<file path="config.mk">
export PLATFORM = sky130hd
export DESIGN_NAME = imem_uart_loader
export DESIGN_NICKNAME = d
export VERILOG_FILES = /design/src/rtl/boot_pkg.sv /design/src/rtl/byte_to_word_asm.sv /design/src/rtl/imem_uart_loader.sv
export SDC_FILE = /design/constraint.sdc
export NUM_CORES = 1
export LEC_CHECK = 0
export ABC_AREA = 0
export CAP_MARGIN = 20
export CORE_MARGIN = 5
export CORE_UTILIZATION = 55
export CTS_BUF_LIST = sky130_fd_sc_hd__clkbuf_4
export CTS_CLUSTER_DIAMETER = 30
export DETAILED_ROUTE_END_ITERATION = 10
export MAX_ROUTING_LAYER = met4
export PLACE_DENSITY_LB_ADDON = 0.2
export SYNTH_ARGS = -nofsm -noshare
export SYNTH_HDL_FRONTEND = slang
export SYNTH_SLANG_ARGS = --single-unit
</file>
<file path="constraint.sdc">
create_clock -name clk -period 6.7 [get_ports clk]
set_input_delay 1.005 -clock clk [delete_from_list [all_inputs] [get_ports clk]]
set_output_delay 1.005 -clock clk [all_outputs]
set_load 0.1 [all_outputs]
</file>
<file path="src/rtl/boot_pkg.sv">
// Shared definitions for the UART boot loader: FSM encoding, error causes and
// fixed instruction-memory constants.
package boot_pkg;

   typedef enum logic [2:0] {
      StIdle,
      StSync,
      StLenHi,
      StLenLo,
      StData,
      StCheck,
      StDone,
      StErr
   } boot_state_e;

   localparam logic [1:0] ERR_NONE    = 2'd0;
   localparam logic [1:0] ERR_LEN     = 2'd1;
   localparam logic [1:0] ERR_CHK     = 2'd2;
   localparam logic [1:0] ERR_TIMEOUT = 2'd3;

   localparam logic [7:0]  SYNC_BYTE_DEFAULT = 8'h55;
   localparam logic [31:0] IMEM_BASE         = 32'h0000_0000;

endpackage

</file>
<file path="src/rtl/byte_to_word_asm.sv">
// Packs an MSB-first byte stream into 32-bit words; word_valid pulses the cycle
// after the fourth byte, while word still holds the completed value.
module byte_to_word_asm
   import boot_pkg::*;
(
   input  logic        clk,
   input  logic        reset,
   input  logic        clr,
   input  logic        byte_valid,
   input  logic [7:0]  byte_data,
   output logic        word_last_byte,
   output logic        word_valid,
   output logic [31:0] word
);

   logic [31:0] shift_q;
   logic [1:0]  cnt_q;
   logic        valid_q;

   assign word_last_byte = byte_valid && (cnt_q == 2'd3);
   assign word_valid     = valid_q;
   assign word           = shift_q;

   always_ff @(posedge clk) begin
      if (reset || clr) begin
         shift_q <= '0;
         cnt_q   <= '0;
         valid_q <= 1'b0;
      end else begin
         valid_q <= word_last_byte;
         if (byte_valid) begin
            shift_q <= {shift_q[23:0], byte_data};
            cnt_q   <= cnt_q + 2'd1;
         end
      end
   end

endmodule

</file>
<file path="src/rtl/imem_uart_loader.sv">
// Loads a framed program image from the UART into instruction RAM and keeps the
// CPU in reset until a complete, checksum-valid image has been written.
module imem_uart_loader
   import boot_pkg::*;
#(
   parameter int unsigned ADDR_WIDTH     = 8,
   parameter int unsigned MAX_WORDS      = 256,
   parameter logic [7:0]  SYNC_BYTE      = SYNC_BYTE_DEFAULT,
   parameter int unsigned TIMEOUT_CYCLES = 1000000
) (
   input  logic        clk,
   input  logic        reset,
   input  logic        start,
   input  logic [7:0]  rx_data,
   input  logic        rx_valid,
   output logic        imem_we,
   output logic [31:0] imem_addr,
   output logic [31:0] imem_wdata,
   output logic        cpu_hold,
   output logic        busy,
   output logic        done,
   output logic        error,
   output logic [1:0]  err_code
);

   localparam int unsigned IDX_W = $clog2(MAX_WORDS + 1);
   localparam int unsigned TMO_W = $clog2(TIMEOUT_CYCLES + 1);

   boot_state_e      state_q, state_d;
   logic [1:0]       err_code_q, err_code_d;
   logic [7:0]       len_hi_q, len_hi_d;
   logic [15:0]      len_q, len_d;
   logic [IDX_W-1:0] idx_q, idx_d;
   logic [7:0]       chk_q, chk_d;
   logic [TMO_W-1:0] tmo_q, tmo_d;

   logic        asm_clr, asm_valid, asm_last, asm_word_valid;
   logic [31:0] asm_word;
   logic        timed, tmo_hit, last_word;
   logic [15:0] len_rx;

   byte_to_word_asm u_asm (
      .clk            (clk),
      .reset          (reset),
      .clr            (asm_clr),
      .byte_valid     (asm_valid),
      .byte_data      (rx_data),
      .word_last_byte (asm_last),
      .word_valid     (asm_word_valid),
      .word           (asm_word)
   );

   assign timed     = state_q inside {StLenHi, StLenLo, StData, StCheck};
   // A byte arriving on the limit cycle wins over the timeout.
   assign tmo_hit   = timed && !rx_valid && (tmo_q == TMO_W'(TIMEOUT_CYCLES - 1));
   assign len_rx    = {len_hi_q, rx_data};
   assign last_word = (16'(idx_q) + 16'd1) == len_q;

   always_comb begin
      state_d    = state_q;
      err_code_d = err_code_q;
      len_hi_d   = len_hi_q;
      len_d      = len_q;
      idx_d      = idx_q;
      chk_d      = chk_q;
      tmo_d      = (rx_valid || !timed) ? '0 : tmo_q + TMO_W'(1);
      asm_clr    = 1'b0;
      asm_valid  = 1'b0;

      if (asm_word_valid) begin
         idx_d = idx_q + IDX_W'(1);
      end

      unique case (state_q)
         StIdle, StDone, StErr: begin
            if (start) begin
               state_d    = StSync;
               err_code_d = ERR_NONE;
            end
         end
         StSync: begin
            if (rx_valid && rx_data == SYNC_BYTE) begin
               state_d = StLenHi;
            end
         end
         StLenHi: begin
            if (rx_valid) begin
               len_hi_d = rx_data;
               state_d  = StLenLo;
            end
         end
         StLenLo: begin
            if (rx_valid) begin
               len_d = len_rx;
               if (len_rx == 16'd0 || len_rx > 16'(MAX_WORDS)) begin
                  state_d    = StErr;
                  err_code_d = ERR_LEN;
               end else begin
                  state_d = StData;
                  idx_d   = '0;
                  chk_d   = '0;
                  asm_clr = 1'b1;
               end
            end
         end
         StData: begin
            if (rx_valid) begin
               asm_valid = 1'b1;
               chk_d     = chk_q ^ rx_data;
               // The final word's write lands in the first CHECK cycle, so a
               // back-to-back CHK byte is never mistaken for payload.
               if (asm_last && last_word) begin
                  state_d = StCheck;
               end
            end
         end
         StCheck: begin
            if (rx_valid) begin
               if (rx_data == chk_q) begin
                  state_d = StDone;
               end else begin
                  state_d    = StErr;
                  err_code_d = ERR_CHK;
               end
            end
         end
         default: state_d = StIdle;
      endcase

      if (tmo_hit) begin
         state_d    = StErr;
         err_code_d = ERR_TIMEOUT;
      end
   end

   always_ff @(posedge clk) begin
      if (reset) begin
         state_q    <= StIdle;
         err_code_q <= ERR_NONE;
         len_hi_q   <= '0;
         len_q      <= '0;
         idx_q      <= '0;
         chk_q      <= '0;
         tmo_q      <= '0;
      end else begin
         state_q    <= state_d;
         err_code_q <= err_code_d;
         len_hi_q   <= len_hi_d;
         len_q      <= len_d;
         idx_q      <= idx_d;
         chk_q      <= chk_d;
         tmo_q      <= tmo_d;
      end
   end

   assign imem_we    = asm_word_valid;
   assign imem_addr  = IMEM_BASE | 32'({idx_q[ADDR_WIDTH-1:0], 2'b00});
   assign imem_wdata = asm_word;
   assign busy       = state_q inside {StSync, StLenHi, StLenLo, StData, StCheck};
   assign cpu_hold   = busy || (state_q == StErr);
   assign done       = (state_q == StDone);
   assign error      = (state_q == StErr);
   assign err_code   = err_code_q;

endmodule
</file>
# --- Word-level counts from Yosys, hierarchy flattened ---
# Index checks and enable logic that the tools add are counted.
totals:
  ff_bits: 101
  in_bits: 12
classes:
  reduce_logical: 24
  add_sub_neg: 4
  bitwise_logic: 1
  mux: 31
  magnitude_cmp: 1
  eq_ne: 24
op_table:
  columns: ["cell", "count"]
  rows:
  - ["9-bit two-way mux", 4]
  - ["3-bit two-way mux", 8]
  - ["8-bit two-way mux", 3]
  - ["3-bit != test (second input constant)", 7]
  - ["20-bit by 1-bit adder with 20-bit output (second input constant)", 1]
  - ["20-bit equality test (second input constant)", 1]
  - ["3-bit case mux with 6 select lines", 1]
  - ["10-bit by 16-bit equality test with 1-bit output", 1]
  - ["16-bit by 9-bit > comparator with 1-bit output (second input constant)", 1]
  - ["16-bit logical NOT", 1]
  - ["8-bit case mux with 2 select lines", 1]
  - ["2-bit two-way mux", 7]
  - ["3-bit equality test (second input constant)", 4]
  - ["9-bit by 1-bit adder with 10-bit output (second input constant)", 1]
  - ["9-bit by 1-bit adder with 9-bit output (second input constant)", 1]
  - ["8-bit by 7-bit equality test with 1-bit output (second input constant)", 1]
  - ["8-bit equality test", 1]
  - ["4-bit nonzero test", 2]
  - ["8-bit bitwise XOR", 1]
  - ["7-bit AND reduction", 1]
  - ["3-bit by 2-bit equality test with 1-bit output (second input constant)", 2]
  - ["1-bit two-way mux", 6]
  - ["2-bit != test (second input constant)", 3]
  - ["3-bit by 2-bit != test with 1-bit output (second input constant)", 2]
  - ["other kinds (15)", 24]

# --- Depth between registers and ports, before layout ---
logic_depth:
  ltp_word: 8
  depth_mapped: 9
  ltp_nobuf: 8

# --- By module ---
# A second synthesis with hierarchy kept.
unflattened:
  hier_cells: 569
  area_unflattened_um2: 4914.7
modules_own_cells:
  columns: ["mod", "n_inst", "area_per_inst_um2", "cells_each"]
  rows:
  - ["imem_uart_loader", 1, 3616.0, 453]
  - ["byte_to_word_asm", 1, 1298.7, 116]

# --- Least setup slack after synthesis ---
# No wires, ideal clock.
synth_timing:
  kind: "reg2out"
  from: "reg state_q[1]"
  to: "out cpu_hold"
  path_stages_with_launch: 4
  n_path_buf: 1
  arrival_ns: 2.766
  required_time_ns: 5.695
  setup_slack_ns: 2.929
  cell_sequence: "dfxtp_1 clkbuf_1 a21oi_1 or2_2"
synth_between:
  elab_chain_len: 3
synth_rtl:
  columns: ["item", "line", "rtl"]
  rows:
  - ["start: declaration", "imem_uart_loader.sv:29", "boot_state_e state_q, state_d;"]
  - ["start signal: assignment", "imem_uart_loader.sv:138", "state_q <= StIdle;"]
  - ["start signal: assignment", "imem_uart_loader.sv:146", "state_q <= state_d;"]
  - ["3-bit by 1-bit equality test with 1-bit output (tied with other cells)", "imem_uart_loader.sv:159", "assign busy = state_q inside {StSync, StLenHi, StLenLo, StData, StCheck};"]
  - ["5-bit nonzero test *", "imem_uart_loader.sv:159", null]
  - ["named net busy", "imem_uart_loader.sv:20", "output logic busy,"]
  - ["1-bit logical OR *", "imem_uart_loader.sv:160", "assign cpu_hold = busy || (state_q == StErr);"]
  - ["end: declaration", "imem_uart_loader.sv:19", "output logic cpu_hold,"]
# Mark *: on every way through the listed nets, which the timed path passes. The rest lies on a longest branch.

# --- Final worst setup path ---
layout_timing:
  from: "reg state_q[0]"
  to: "out cpu_hold"
layout_between:
  elab_chain_len: 3
layout_rtl:
  columns: ["item", "line"]
  rows:
  - ["3-bit by 1-bit equality test with 1-bit output (tied with other cells)", "imem_uart_loader.sv:159"]
  - ["5-bit nonzero test", "imem_uart_loader.sv:159"]
  - ["1-bit logical OR *", "imem_uart_loader.sv:160"]
# Mark *: on every way between the ends. The rest lies on a longest branch, timed or not.

==> impl_metrics.json <==
{
  "clock-sinks": 101,
  "final_cell_mix": "117 x nand2_1, 101 x dfxtp_1, 68 x a21oi_1",
  "cp-endpoint": "cpu_hold",
  "r2r-start": "state_q[2]$_SDFFE_PP0P_",
  "synth_warnings": 0,
  "setup_violations": 0,
  "syn_area_per_cell_um2": 7.954,
  "r2r_end": "state_q[0]$_SDFFE_PP0P_",
  "powerDensity_mw_per_mm2": 267.9,
  "synth_edf_count": 0,
  "max_stage_delay_ns": 1.13,
  "arrival_ns": 2.86,
  "synth_compound_area_share_pct": 12.75,
  "critical_path_class": "register to output pin",
  "start_util_pct": 57.12,
  "drc": 0,
  "skew_ns": 0.01628,
  "ys_seq_area_share_pct": 42.65,
  "vias_per_cell": 5.321,
  "final_common_cell": "nand2_1",
  "port_buffers": 58,
  "hp-class": "register to register",
  "synthAdderAreaFrac_pct": 0.7918,
  "hold_viol_final": 0,
  "synthSimpleGateAreaFrac_pct": 24.36,
  "dpl_worst_slack_ns": 2.891,
  "core-area_mm2": 0.008299,
  "path_clk_slew_ns": 0.17,
  "cp-start-kind": "register",
  "die_height_um": 102.8,
  "clockPowerShare_pct": 23.7,
  "dr.pass1.iters": 4,
  "swShare_pct": 40.00,
  "drv_cap": 0,
  "cts_resized": 0,
  "postSynthCellCount": 596,
  "intPower_mw": 0.8605,
  "crit_path_start": "state_q[0]$_SDFFE_PP0P_",
  "avgRoutedWirePerCell_um": 13.65,
  "ys_seq_elements": 101,
  "total_power_mw": 1.434,
  "antenna_found_initial": 0,
  "synthFlopType": "dfxtp_1",
  "synth_xor_area_share_pct": 7.944,
  "synth.distinct_cells": 54,
  "post-route-worst-setup-slack_ns": 2.836,
  "r2r_slack_ns": 4.03,
  "setup_tns_ns": 0,
  "grt_max_degree": 45,
  "grt_setup_unrepaired": "no",
  "p_leak_nw": 1.811,
  "ir_drop_v": 0.0003428,
  "tightest_slew_ns": 1.046,
  "post_cts_buffers": 0,
  "tritoncts": "built",
  "end_kind": "output pin",
  "grt-ovfl-total": 0,
  "drtIter0Drc": 223,
  "via_count": 3911,
  "crit_slowest_cell": "clkdlybuf4s50_1",
  "io_pins": 83,
  "drive_gt1_share_pct": 5.238,
  "cts_buffer_depth": 2,
  "cts_buffers": 9,
  "required_ns": 5.69,
  "finalNonFillerCells": 735,
  "gr-usage-all-layers_pct": 19.75,
  "root_buffer": "clkbuf_4",
  "synth_area_mm2": 0.004741,
  "synth_top_family_by_area": "simple AND/OR/NAND/NOR gates",
  "seq_power_share_pct": 46.5,
  "crit_fanout": 15,
  "synth.mux.area_fraction_pct": 2.534,
  "gp_congestion": 0.8627,
  "max-slew-margin-rel_pct": 30.09,
  "insertedDiodeCount": 0,
  "combPwrFrac_pct": 29.8,
  "grt_pass1_vias": 3570,
  "slew_viol_final": 0,
  "async_flop_share_pct": 0,
  "dp_cells": 719,
  "outcome": "finished clean",
  "fmax_ghz": 0.2588,
  "clk_latency_ns": 0.45,
  "ant_nets": 0,
  "nets": 640,
  "area_growth_pct": 12.91,
  "post-route-period-util_pct": 57.66,
  "rows": 33,
  "cts_hold_buffers": 0,
  "die_area_mm2": 0.01058,
  "rr_worst_depth": 8,
  "worstPathCellList": "inv_1, nor2_1, or2_2, clkdlybuf4s50_1",
  "p_sw_mw": 0.5737,
  "dieWidth_um": 102.8,
  "fin_crit_ns": 3.864,
  "hpwl_mm": 7.015,
  "htree_num_levels": 3,
  "drt_wl_total_mm": 10.03,
  "grt_first_pass_wirelength_mm": 16.43
}
-- critical path: cells and delay by family (launching register included) --
family        cells  cell delay (ns)
simple gates      2             0.33
flops             1             0.71
buf+inv           2             1.36
-- worst min path at each step --
stage                                      startpoint                           to  slack (ns)  cells after the start
after floorplan                   tmo_q[0]$_SDFF_PP0_          tmo_q[0]$_SDFF_PP0_        0.43                      1
after global placement            tmo_q[0]$_SDFF_PP0_          tmo_q[0]$_SDFF_PP0_        0.44                      1
after detailed placement  u_asm.word[30]$_SDFFE_PP0P_  u_asm.word[30]$_SDFFE_PP0P_        0.45                      2
after CTS                      len_q[12]$_SDFFE_PP0P_       len_q[12]$_SDFFE_PP0P_        0.47                      2
after global routing      u_asm.word[30]$_SDFFE_PP0P_  u_asm.word[30]$_SDFFE_PP0P_        0.49                      2
final                     u_asm.word[30]$_SDFFE_PP0P_  u_asm.word[30]$_SDFFE_PP0P_        0.47                      2
-- power by group through the flow --
stage	clock [mW]	sequential, mW	combinational (mW)
final	0.340	0.667	0.427
after global routing	0.377	0.673	0.455
after CTS	0.351	0.667	0.426
after detailed placement	0	0.679	0.423
after global placement	0	0.677	0.418
after floorplan	0	0.701	0.328
-- state kept, by name, indices dropped and copies added (netlist names), 3 cells and up --
signal      count
u_asm.word     32
tmo_q          20
len_q          16
idx_q           9
chk_q           8
len_hi_q        8
state_q         3
-- layout make-up --
class	count	area, um^2
well taps	105	131.4
multi-input cells	443	2399
clock inverters	7	92.59
inverters	8	30.03
fillers	786	2947
clock buffers	9	67.56
flip-flops and latches	101	2022
repair buffers	62	610.6
-- metrics by stage --
| step | area, um^2 | hold WS, ns | util (%) |
|---|---|---|---|
| 2_1_floorplan | 4827 | 0.4263 | - |
| 3_3_place_gp | 5192 | 0.4415 | 62.57 |
| 3_5_place_dp | 5192 | 0.4499 | 62.57 |
| 4_1_cts | 5353 | 0.4699 | 64.50 |
| 5_1_grt | 5353 | 0.4916 | 64.50 |
| 6_report | 5353 | 0.4661 | 64.50 |
-- cell families after synthesis --
group                    after synthesis
AND/OR/NAND/NOR                      255
AO/OA/AOI/OAI                        106
flip-flops                           101
buffers and inverters                 75
XOR/XNOR                              43
multiplexers                          12
adder cells (fa/ha/maj)                3
other                                  1
-- Yosys cell counts (all sizes together), types with 5 or more instances --
library cell | instances | area share (%)
nor3 | 10 | 1.1
nand4 | 9 | 1.2
or2 | 10 | 1.3
nor2 | 61 | 4.8
xor2 | 20 | 3.7
a21oi | 68 | 7.2
clkbuf | 23 | 1.8
and3 | 7 | 0.92
nor4 | 5 | 0.66
o21ai | 15 | 1.6
xnor2 | 23 | 4.2
buf | 44 | 6.4
mux2i | 12 | 2.5
nand2 | 117 | 9.3
dfxtp | 101 | 43
nand3 | 12 | 1.3
inv | 7 | 0.55
-- layer usage --
layer | up-vias | part of all wire [%] | track usage, %
met5 | - | 0 | -
met4 | 0 | 1.0 | 4.980
met3 | 9 | 6.2 | 4.263
met2 | 100 | 48 | 32.97
met1 | 1798 | 45 | 24.42
li1 | 2004 | - | -
Power figures use the tool's default switching activity.
